`config.mk`:
```
export PLATFORM = sky130hd
export DESIGN_NAME = add_share_arb
export DESIGN_NICKNAME = d
export VERILOG_FILES = /design/src/rtl/add_share_arb.sv
export SDC_FILE = /design/constraint.sdc
export NUM_CORES = 1
export LEC_CHECK = 0
export ABC_AREA = 0
export CAP_MARGIN = 20
export CORE_ASPECT_RATIO = 1.25
export CORE_MARGIN = 4
export CORE_UTILIZATION = 43
export DETAILED_ROUTE_END_ITERATION = 8
export GPL_TIMING_DRIVEN = 0
export MAX_ROUTING_LAYER = met4
export PLACE_DENSITY_LB_ADDON = 0.1
export SLEW_MARGIN = 20
export SYNTH_ARGS = -nofsm -noshare
export SYNTH_HDL_FRONTEND = slang
export SYNTH_SLANG_ARGS = --single-unit
```
`constraint.sdc`:
```
create_clock -name clk -period 2.4 [get_ports clk]
set_clock_uncertainty 0.05 [all_clocks]
set_input_delay 0.6 -clock clk [delete_from_list [all_inputs] [get_ports clk]]
set_output_delay 0.6 -clock clk [all_outputs]
set_load 0.1 [all_outputs]
```
`src/rtl/add_share_arb.sv`:
```
// add_share_arb: two requesters time-share one 32-bit CLA adder (round-robin, IDLE->EXEC->RESP).
// Ports: clk, rst_n (async active-low); req_valid/req_ready[1:0] request handshake;
//   req_a0/req_b0/req_a1/req_b1 operands; req_sub[1:0] subtract request per requester;
//   rsp_valid/rsp_ready[1:0] response handshake; rsp_sum/rsp_cout/rsp_ovf shared result bus.
// Param RR_INIT: requester holding priority after reset.
// Macro ADD_SHARE_ARB_SUB_EN: enables A-B via inverted B and Cin=1; otherwise req_sub is ignored.
module cla_adder (
  input  logic [31:0] a,
  input  logic [31:0] b,
  input  logic        cin,
  output logic [31:0] s,
  output logic        cout
);
  logic [31:0] g, p;
  logic [32:0] c;
  assign g = a & b;
  assign p = a ^ b;
  assign c[0] = cin;
  for (genvar k = 0; k < 8; k++) begin : grp
    localparam int O = 4 * k;
    assign c[O+1] = g[O] | (p[O] & c[O]);
    assign c[O+2] = g[O+1] | (p[O+1] & g[O]) | (p[O+1] & p[O] & c[O]);
    assign c[O+3] = g[O+2] | (p[O+2] & g[O+1]) | (p[O+2] & p[O+1] & g[O])
                  | (p[O+2] & p[O+1] & p[O] & c[O]);
    assign c[O+4] = g[O+3] | (p[O+3] & g[O+2]) | (p[O+3] & p[O+2] & g[O+1])
                  | (p[O+3] & p[O+2] & p[O+1] & g[O]) | (p[O+3] & p[O+2] & p[O+1] & p[O] & c[O]);
  end
  assign s = p ^ c[31:0];
  assign cout = c[32];
endmodule

module add_share_arb #(
  parameter int RR_INIT = 0
) (
  input  logic        clk,
  input  logic        rst_n,
  input  logic [1:0]  req_valid,
  output logic [1:0]  req_ready,
  input  logic [31:0] req_a0,
  input  logic [31:0] req_b0,
  input  logic [31:0] req_a1,
  input  logic [31:0] req_b1,
  input  logic [1:0]  req_sub,
  output logic [1:0]  rsp_valid,
  input  logic [1:0]  rsp_ready,
  output logic [31:0] rsp_sum,
  output logic        rsp_cout,
  output logic        rsp_ovf
);
  localparam logic [1:0] IDLE = 2'd0, EXEC = 2'd1, RESP = 2'd2;
  logic [1:0]  state, grant;
  logic [31:0] a_r, b_r, bx, s;
  logic        owner, prio, cin, cout;
`ifdef ADD_SHARE_ARB_SUB_EN
  logic sub_r;
  assign bx = sub_r ? ~b_r : b_r;
  assign cin = sub_r;
`else
  logic unused_sub;
  assign unused_sub = ^req_sub;
  assign bx = b_r;
  assign cin = 1'b0;
`endif
  // Contention resolved by priority holder; a lone requester passes straight through.
  assign grant = (&req_valid) ? (prio ? 2'b10 : 2'b01) : req_valid;
  assign req_ready = (state == IDLE) ? grant : 2'b00;
  assign rsp_valid = (state == RESP) ? (owner ? 2'b10 : 2'b01) : 2'b00;
  cla_adder u_add (.a(a_r), .b(bx), .cin(cin), .s(s), .cout(cout));
  always_ff @(posedge clk or negedge rst_n) begin
    if (!rst_n) begin
      state <= IDLE;
      a_r <= '0;
      b_r <= '0;
`ifdef ADD_SHARE_ARB_SUB_EN
      sub_r <= 1'b0;
`endif
      owner <= 1'b0;
      prio <= RR_INIT != 0;
      rsp_sum <= '0;
      rsp_cout <= 1'b0;
      rsp_ovf <= 1'b0;
    end else if (state == IDLE && |grant) begin
      a_r <= grant[1] ? req_a1 : req_a0;
      b_r <= grant[1] ? req_b1 : req_b0;
`ifdef ADD_SHARE_ARB_SUB_EN
      sub_r <= grant[1] ? req_sub[1] : req_sub[0];
`endif
      owner <= grant[1];
      state <= EXEC;
    end else if (state == EXEC) begin
      rsp_sum <= s;
      rsp_cout <= cout;
      rsp_ovf <= (a_r[31] == bx[31]) & (s[31] != a_r[31]);
      state <= RESP;
    end else if (state == RESP && rsp_ready[owner]) begin
      prio <= ~owner;
      state <= IDLE;
    end else if (state != IDLE && state != EXEC && state != RESP) begin
      state <= IDLE;
    end
  end
endmodule

```
; Yosys cells after proc, flatten, opt, wreduce, memory -nomap -nowiden
; Cells that the tools add are included.
[totals]
out_inout_bits = 38
elab_cells = 243
reg_bits = 102
[classes]
muxes = 13
magnitude_cmp = 1
eq_ne = 6
bitwise_logic = 204
n_reduce_logical = 11
[ops]
columns = op, n
row1 = $and A1 B1 Y1, 122
row2 = $or A1 B1 Y1, 76
row3 = $mux W32, 2
row4 = $xor A32 B32 Y32, 2
row5 = $and A32 B32 Y32, 1
row6 = $mux W2, 9
row7 = $logic_and A1 B1 Y1, 4
row8 = $reduce_and A2 Y1, 2
row9 = $reduce_bool A4 Y1, 1
row10 = $not A1 Y1, 3
row11 = $reduce_and A3 Y1, 1
row12 = $eq A2 B1 Y1 const B, 1
row13 = $eq A2 B2 Y1 const B, 1
row14 = $logic_not A2 Y1, 1
row15 = $lt A1 B2 Y1 const B, 1
row16 = $mux W1, 2
row17 = $ne A2 B1 Y1 const B, 1
row18 = $ne A2 B2 Y1 const B, 1
row19 = $reduce_bool A2 Y1, 1
row20 = $reduce_or A2 Y1, 1
row21 = $eq A1 B1 Y1, 1
row22 = $ne A1 B1 Y1, 1

; Logic depth before layout (Yosys ltp)
; Gate-level depths: netlist of run 1.
[logic_depth]
depth_word = 22
depth_mapped = 10

; Cells and area by module
; A second synthesis of run 1 with hierarchy kept.
[unflattened]
cells_unflattened = 641
hier_area_um2 = 6135.9
[modules_own_cells]
columns = mod, cells_per_inst, seq_area_each_um2, area_per_inst_um2, instances
row1 = add_share_arb, 470, 2552.4, 4713.3, 1
row2 = cla_adder, 171, 0.0, 1422.6, 1

; Worst setup path after synthesis of run 1
; Ideal clock, no wire load.
[synth_path]
path_type = in2reg
startpoint = in req_valid[0]
endpoint = reg a_r[1]
setup_time_ns = 0.135
required_time_ns = 2.215
path_buffers = 3
arrival_ns = 5.258
slack_ns = -3.043
path_stages = 8
path_cell_list = inv_1 -> a2111oi_1 -> nor2_1 -> buf_2 -> clkbuf_1 -> clkbuf_1 -> nand2_1 -> o21ai_0
[synth_via]
elab_chain_len = 4
word_cells_on_any_way = 5
[synth_lines]
columns = element, line_no
row1 = "start, declared", 37  ; input logic [1:0] req_valid,
row2 = $reduce_and A2 Y1, 65  ; assign grant = (&req_valid) ? (prio ? 2'b10 : 2'b01) : req_valid;
row3 = $mux W2 (*), 65
row4 = $reduce_or A2 Y1, 82  ; end else if (state == IDLE && |grant) begin
row5 = $logic_and A1 B1 Y1, 82
row6 = "end signal, assigned", 83  ; a_r <= grant[1] ? req_a1 : req_a0;
row7 = "end, declared", 52  ; logic [31:0] a_r, b_r, bx, s;
; Every way passes the cells marked *; elsewhere a longest branch is shown, timed or not.
; A chain may end at the register's enable or synchronous reset.

; Final worst setup path of run 1
[layout_path]
startpoint = reg a_r[21]
endpoint = reg rsp_sum[24]
[layout_via]
elab_chain_len = 6
word_cells_on_any_way = 11
[layout_lines]
columns = element, line_no
row1 = $and A32 B32 Y32 / $xor A32 B32 Y32 (equally long branches), "16, 17"
row2 = "$and A1 B1 Y1, on equally long branches", "25, 26"
row3 = $or A1 B1 Y1 / $and A1 B1 Y1 (equally long branches), "25, 26"
row4 = $or A1 B1 Y1 / $and A1 B1 Y1 (equally long branches), 26  ; | (p[O+3] & p[O+2] & p[O+1] & g[O]) | (p[O+3] & p[O+2] & p[O+1] & p[O] & c[O]);
row5 = $or A1 B1 Y1 (*), 26
row6 = $xor A32 B32 Y32 (*), 28  ; assign s = p ^ c[31:0];
row7 = net s[24], 52
row8 = "end signal, assigned", 91  ; rsp_sum <= s;
row9 = "end, declared", 46  ; output logic [31:0] rsp_sum,
; The timed path passes the listed nets; every way through them passes the cells marked *.

==> metrics.txt, run 1 <==
startpoint type of the worst setup path flip-flop; count of non-filler cells in the finished layout 928; last weighted congestion value of the routability-driven placer between 0.8 and 0.9; Clk Latency, worst-skew pair 0.34 ns; relative slew slack 32.48%; highest achievable clock rate 373.6 MHz; first-pass iteration count of the detailed router 4; Slowest-stage cell, CP sky130_fd_sc_hd__ha_1; buffer levels on the longest clock path 2; worst-path cell chain ha_1, a211oi_2, nand3_2, o211ai_4, or2b_1, fa_2, mux2_2; unrepaired setup endpoints after global routing yes; Chip Height 135.8 um; count of buffering cells on the critical path with inverters included 0; total routing usage reported by global routing a little over a fifth; delay of the slowest critical-path stage 0.40 ns; library cell with the largest summed area after synthesis sky130_fd_sc_hd__dfrtp_1; Crit Reg-Reg Startpoint a_r[21]$_DFFE_PN0P_; CTS tree built; Routed Antenna Nets 0; buffers added on ports 171; DPL Wire Length 11880 um; top cells by area in the synthesized netlist sky130_fd_sc_hd__dfrtp_1, sky130_fd_sc_hd__mux2i_1, sky130_fd_sc_hd__o21ai_0; fill cell instance count of the final layout 1020; cell area reported after detailed placement 0.007717 sq mm; total length of routed wires roughly 16000 um; violations in the final reports setup timing; result of the run finished, violations left; shortest clock period the worst path allows after layout between 2 and 3 ns; most common flop cell mapped by yosys sky130_fd_sc_hd__dfrtp_1; net count after synthesis roughly 730; commonest non-fill, non-tap cell in the layout sky130_fd_sc_hd__clkdlybuf4s50_1; mean instance size in the synthesized netlist 10.21 sq um; Cell variety after synth 44; share of layout cells above drive strength 1 19.61%; ratio of total power to cell area 1614 mW/mm^2; share of Yosys cell area claimed by the top area cell type ~45%; number of flops mapped to enable cells by yosys 0; cell depth of the worst flop-to-flop path 7; number of cells produced by synthesis between 500 and 600; Worst Path Arrival 2.85 ns; warnings from Yosys 0; first-pass GRT wire length 24710 um; total setup violations reported at the end of the flow 18; Max Transition Viols Final 0; post-synth design cell area 0.005615 sq mm; # clock sinks 102; initial antenna violation count 0; IO Pins 174; worst setup timing slack at the placement stage -0.9368 ns; Synth async-reset ratio 100.0%; flip-flop and latch count after synthesis 102; pin slew with the least headroom to its limit approximately 1 ns; critical path depth 7; pin count of the biggest net entering global routing 82; Final Hold Violating Endpoints 0; worst setup margin -0.2765 ns; Max H-tree Level 3; worst path required time 2.58 ns; number of maximum-capacitance violations 0; fin util 67.55%; overall via count from detail_route roughly 4900; share of the clock period used by the worst path 111.5%; Hold Slack 0.04881 ns; clk slew on worst S/H paths ~0.070 ns; area delta synth->final 53.01%; Inserted Clock Buffers 9; Top Family by Delay on Critical Path adder cells; GRT Residual Overflow 0; total placed cells including tap cells 890; Worst Setup End Kind flip-flop; worst min-delay path class input port to asynchronous set/reset pin; standard-cell row count 46; share of synthesized area occupied by flip-flops and latches 45.45%; total number of nets in the final design 932; launching instance or port of the critical path a_r[21]$_DFFE_PN0P_; overall die area 0.01496 sq mm; worst-path fanout max 4; initial cell density of the core 44.15%; P_leak 3.921 nW; clk root buf sky130_fd_sc_hd__clkbuf_16; Vias per Instance 5.231; post-detailed-route wirelength per cell between 15 and 20 um; commonest cells after routing, fill and taps aside sky130_fd_sc_hd__clkdlybuf4s50_1, sky130_fd_sc_hd__dfrtp_1, sky130_fd_sc_hd__nand2_1; Antenna diodes 0; width of the chip 110.2 um; kind of critical path flip-flop to flip-flop; DRC violation count after routing 0; DR iter-0 viols 140; IR drop worst, VDD roughly 0.001 V; core area around 0.013 sq mm; via count of the first global-routing pass slightly above 5000; post-route standard cell area excluding fillers between 0.008 and 0.009 sq mm
path summary, 6_finish.rpt:
| check | to | slack, ns |
|---|---|---|
| worst max-delay path | rsp_sum[24]$_DFFE_PN0P_ | -0.28 |
| worst min-delay path | b_r[13]$_DFFE_PN0P_ | 0.05 |
| worst max register to register | rsp_sum[24]$_DFFE_PN0P_ | -0.28 |
| worst min register to register | rsp_sum[3]$_DFFE_PN0P_ | 0.43 |
| max in group asynchronous | b_r[4]$_DFFE_PN0P_ | 1.57 |
| min in group clk | rsp_sum[3]$_DFFE_PN0P_ | 0.43 |
synth_stat cells, types with 2 or more instances:
library cell	number
sky130_fd_sc_hd__dfrtp_1	102
sky130_fd_sc_hd__nand2_1	95
sky130_fd_sc_hd__o21ai_0	87
sky130_fd_sc_hd__mux2i_1	65
sky130_fd_sc_hd__ha_1	32
sky130_fd_sc_hd__clkbuf_1	23
sky130_fd_sc_hd__xnor2_1	15
sky130_fd_sc_hd__a21oi_1	14
sky130_fd_sc_hd__mux2_2	11
sky130_fd_sc_hd__nor2_1	11
sky130_fd_sc_hd__a21o_1	9
sky130_fd_sc_hd__fa_1	8
sky130_fd_sc_hd__nand3_1	7
sky130_fd_sc_hd__o21ai_1	7
sky130_fd_sc_hd__xor2_1	7
sky130_fd_sc_hd__inv_1	6
sky130_fd_sc_hd__nand2b_1	5
sky130_fd_sc_hd__and3_1	4
sky130_fd_sc_hd__nand4_1	4
sky130_fd_sc_hd__a31oi_1	3
sky130_fd_sc_hd__buf_1	3
sky130_fd_sc_hd__nor3_1	3
sky130_fd_sc_hd__a21oi_2	2
sky130_fd_sc_hd__buf_2	2
sky130_fd_sc_hd__nor2b_1	2
sky130_fd_sc_hd__nor4b_1	2
sky130_fd_sc_hd__o211ai_2	2
sky130_fd_sc_hd__o21bai_1	2
sky130_fd_sc_hd__o31ai_1	2
flip-flops by register name, summed over array words and instances, names as in the netlist:
register  cells
a_r          32
b_r          32
rsp_sum      32
state         2
owner         1
prio          1
rsp_cout      1
rsp_ovf       1
through the flow:
stage / power, mW / setup TNS [ns]
after floorplan: 9.187 / -20.30
after global placement: 11.01 / -357.90
after detailed placement: 11.24 / -39.67
after CTS: 13.06 / -2.315
after global routing: 14.77 / -4.280
final: 13.87 / -2.517
kinds of logic after synthesis:
kind of cell	share of synthesized area [%]
flip-flops	45.45
multiplexers	13.79
adder cells (fa/ha/maj)	9.982
buffers and inverters	2.317
AND/OR/NAND/NOR	10.72
XOR/XNOR	3.431
AO/OA/AOI/OAI	14.30
power by group:
| group | internal (mW) | switching (mW) | leakage, nW |
|---|---|---|---|
| Sequential | 2.60 | 0.725 | 1.25 |
| Combinational | 3.50 | 5.59 | 2.53 |
| Clock | 0.825 | 0.632 | 0.148 |
| Total | 6.92 | 6.95 | 3.92 |
cell type report:
class / instances / area [sq um] / area share (%)
Clock buffer: 10 / 239.0 / 2.781
Clock inverter: 5 / 50.05 / 0.5825
Multi-Input combinational cell: 414 / 3440 / 40.03
Sequential cell: 102 / 2555 / 29.74
Buffer: 28 / 177.7 / 2.068
Tap cell: 168 / 210.2 / 2.446
Timing Repair Buffer: 195 / 1898 / 22.09
Inverter: 6 / 22.52 / 0.2621
layer usage:
| metal | vias to the layer above | global-route usage [%] | share of wire (%) |
|---|---|---|---|
| li1 | 2341 | - | - |
| met1 | 2364 | 25.13 | 40 |
| met2 | 129 | 39.00 | 53 |
| met3 | 20 | 3.767 | 5.5 |
| met4 | 0 | 6.229 | 1.5 |
| met5 | - | - | 0 |
what timing repair did:
| item | in CTS | in global routing |
|---|---|---|
| hold buffers | 0 | 0 |
| endpoints found under the setup margin | 127 | 58 |
| setup buffers | 13 | 13 |
| resized for setup | 96 | 65 |
| pin swaps | 24 | 26 |
(Power assumes the default switching activity.)
==> run 2: changes to the inputs <==
SLEW_MARGIN = 10   (was 20)
TNS_END_PERCENT = 1   (was unset)
==> metrics.txt, run 2 (synthesis results as in run 1) <==
result of the run finished, violations left (unchanged); violations in the final reports setup timing (unchanged); Largest regs a_r: 32 flops, b_r: 32 flops, rsp_sum: 32 flops (unchanged); worst-path fanout max 4 (unchanged); standard-cell row count 46 (unchanged); fin util 64.66% (was 67.55%); total setup violations reported at the end of the flow 19 (was 18); commonest cells after routing, fill and taps aside sky130_fd_sc_hd__clkdlybuf4s50_1, sky130_fd_sc_hd__dfrtp_1, sky130_fd_sc_hd__nand2_1 (unchanged); DRC violation count after routing 0 (unchanged); clock share of power 11.0% (was 10.5%); worst min-delay path class input port to asynchronous set/reset pin (unchanged); initial antenna violation count 0 (unchanged); total routing usage reported by global routing 22.23% (was 21.93%); Hold Slack 0.1722 ns (was 0.04881 ns); Max H-tree Level 3 (unchanged); Routed Antenna Nets 0 (unchanged); GR peak layer met2 (unchanged); width of the chip 110.2 um (unchanged); highest achievable clock rate 354.9 MHz (was 373.6 MHz); total placed cells including tap cells 890 (unchanged); core area 0.01272 sq mm (unchanged); unrepaired setup endpoints after global routing yes (unchanged); cell-internal power 6.404 mW (was 6.917 mW); Final Hold Violating Endpoints 0 (unchanged); overall die area 0.01496 sq mm (unchanged); number of maximum-capacitance violations 0 (unchanged); shortest clock period the worst path allows after layout 2.817 ns (was 2.677 ns); global routing met3 resource utilization 4.053% (was 3.767%); area delta synth->final 46.46% (was 53.01%); Antenna diodes 0 (unchanged); DR iter-0 viols 122 (was 140); first-pass iteration count of the detailed router 4 (unchanged); clk slew on worst S/H paths 0.07 ns (about the same); total length of routed wires 15810 um (was 16220 um); overall via count from detail_route 4824 (was 4854); Reg power frac 25.2% (was 24.0%); DPL Wire Length 12080 um (was 11880 um); Crit Reg-Reg Startpoint a_r[17]$_DFFE_PN0P_ (was a_r[21]$_DFFE_PN0P_); clk root buf sky130_fd_sc_hd__clkbuf_16 (unchanged); share of the clock period used by the worst path 117.4% (was 111.5%); buffer levels on the longest clock path 2 (unchanged); pin slew with the least headroom to its limit 1.021 ns (was 1.017 ns); post-route standard cell area excluding fillers 0.008224 sq mm (was 0.008592 sq mm); overall power after layout 12.94 mW (was 13.87 mW); IO Pins 174 (unchanged); first-pass GRT wire length 24740 um (was 24710 um); switching power 6.533 mW (was 6.951 mW); via count of the first global-routing pass 5162 (was 5058); worst path required time 2.59 ns (was 2.58 ns); initial cell density of the core 44.15% (unchanged); pin count of the biggest net entering global routing 65 (was 82); launching instance or port of the critical path a_r[17]$_DFFE_PN0P_ (was a_r[21]$_DFFE_PN0P_); cell area reported after detailed placement 0.007614 sq mm (was 0.007717 sq mm); commonest non-fill, non-tap cell in the layout sky130_fd_sc_hd__clkdlybuf4s50_1 (unchanged); Worst Path Arrival 3.00 ns (was 2.85 ns); IR drop worst, VDD 0.001209 V (was 0.0009917 V); Worst Setup End Kind flip-flop (unchanged); buffers added on ports 171 (unchanged); GR Util met2 39.84% (was 39.00%); share of layout cells above drive strength 1 11.50% (was 19.61%); GRT Residual Overflow 0 (unchanged); Chip Height 135.8 um (unchanged); # clock sinks 102 (unchanged); total number of nets in the final design 919 (was 932); startpoint type of the worst setup path flip-flop (unchanged); Vias per Instance 5.266 (was 5.231); met1 demand-to-capacity share in global routing 24.60% (was 25.13%); worst setup margin -0.4175 ns (was -0.2765 ns); kind of critical path flip-flop to flip-flop (unchanged); post-detailed-route wirelength per cell 17.26 um (was 17.47 um); relative slew slack 31.84% (was 32.48%); Clk Latency, worst-skew pair 0.35 ns (was 0.34 ns); worst setup timing slack at the placement stage -1.012 ns (was -0.9368 ns); relative contribution of combinational cells to total power 63.8% (was 65.5%); fraction of power spent switching nets 50.50% (was 50.12%); ratio of total power to cell area 1573 mW/mm^2 (was 1614 mW/mm^2); accumulated negative setup slack -4.050 ns (was -2.517 ns); count of non-filler cells in the finished layout 916 (was 928); fill cell instance count of the final layout 1067 (was 1020); P_leak 4.037 nW (was 3.921 nW); last weighted congestion value of the routability-driven placer 0.8269 (was 0.8340); Max Transition Viols Final 0 (unchanged); CTS tree built (unchanged); Inserted Clock Buffers 9 (unchanged)
run 2: cell count changes in the layout (fill, tap and decap cells not counted), moves of 5 or more:
cell,previous run,this run
sky130_fd_sc_hd__buf_4,18,12
sky130_fd_sc_hd__dlygate4sd2_1,33,7
sky130_fd_sc_hd__clkbuf_4,10,2
sky130_fd_sc_hd__dlymetal6s2s_1,1,29
sky130_fd_sc_hd__ha_1,13,22
sky130_fd_sc_hd__buf_6,8,2
sky130_fd_sc_hd__a21oi_1,6,11
sky130_fd_sc_hd__clkbuf_1,6,17
sky130_fd_sc_hd__ha_4,17,10
sky130_fd_sc_hd__o21ai_0,69,75
run 2: critical path, stage by stage, from the launching register on:
cell	delay [ns]
sky130_fd_sc_hd__dfrtp_1	0.38
sky130_fd_sc_hd__ha_1	0.40
sky130_fd_sc_hd__a21oi_1	0.18
sky130_fd_sc_hd__nor2_1	0.06
sky130_fd_sc_hd__a211oi_2	0.25
sky130_fd_sc_hd__nand3_1	0.17
sky130_fd_sc_hd__o211ai_2	0.24
sky130_fd_sc_hd__or2b_1	0.29
sky130_fd_sc_hd__fa_2	0.42
sky130_fd_sc_hd__mux2_2	0.26
run 2: power by group through the flow:
stage / Clock, mW / Combinational (mW) / Sequential, mW
3_5_place_dp: 0 / 7.87 / 3.23
3_3_place_gp: 0 / 7.65 / 3.21
5_1_grt: 1.53 / 8.96 / 3.37
4_1_cts: 1.44 / 8.16 / 3.27
6_report: 1.42 / 8.26 / 3.26
2_1_floorplan: 0 / 3.94 / 5.07
run 2: final timing paths:
check,to,slack [ns],cells after the start
min in group clk,rsp_sum[9]$_DFFE_PN0P_,0.42,2
max in group asynchronous,b_r[4]$_DFFE_PN0P_,1.43,2
worst max register to register,rsp_sum[24]$_DFFE_PN0P_,-0.42,9
worst min-delay path,b_r[9]$_DFFE_PN0P_,0.17,1
worst min register to register,rsp_sum[9]$_DFFE_PN0P_,0.42,2
worst max-delay path,rsp_sum[24]$_DFFE_PN0P_,-0.42,9
run 2: layer usage:
layer	wire length (um)	up-vias
li1	-	2316
met1	6295	2348
met2	8265	139
met3	921	21
met4	327	0
met5	0	-
run 2: repair_timing:
item / 4_1_cts / 5_1_grt
gates resized for setup: 44 / 50
pin swaps: 10 / 16
hold buffers: 0 / 0
hold endpoints to repair: 0 / 0
setup endpoints to repair: 127 / 110
buffers inserted: 7 / 3
run 2: area by class of cell:
class                      count  area, sq um  area share (%)
multi-input combinational    414         3139           38.17
buffer                        28        142.6           1.734
clock buffer                  13        270.3           3.286
timing repair buffer         182         1868           22.71
tap                          168        210.2           2.556
sequential                   102         2554           31.05
inverter                       6        22.52          0.2738
clock inverter                 3        17.52          0.2130
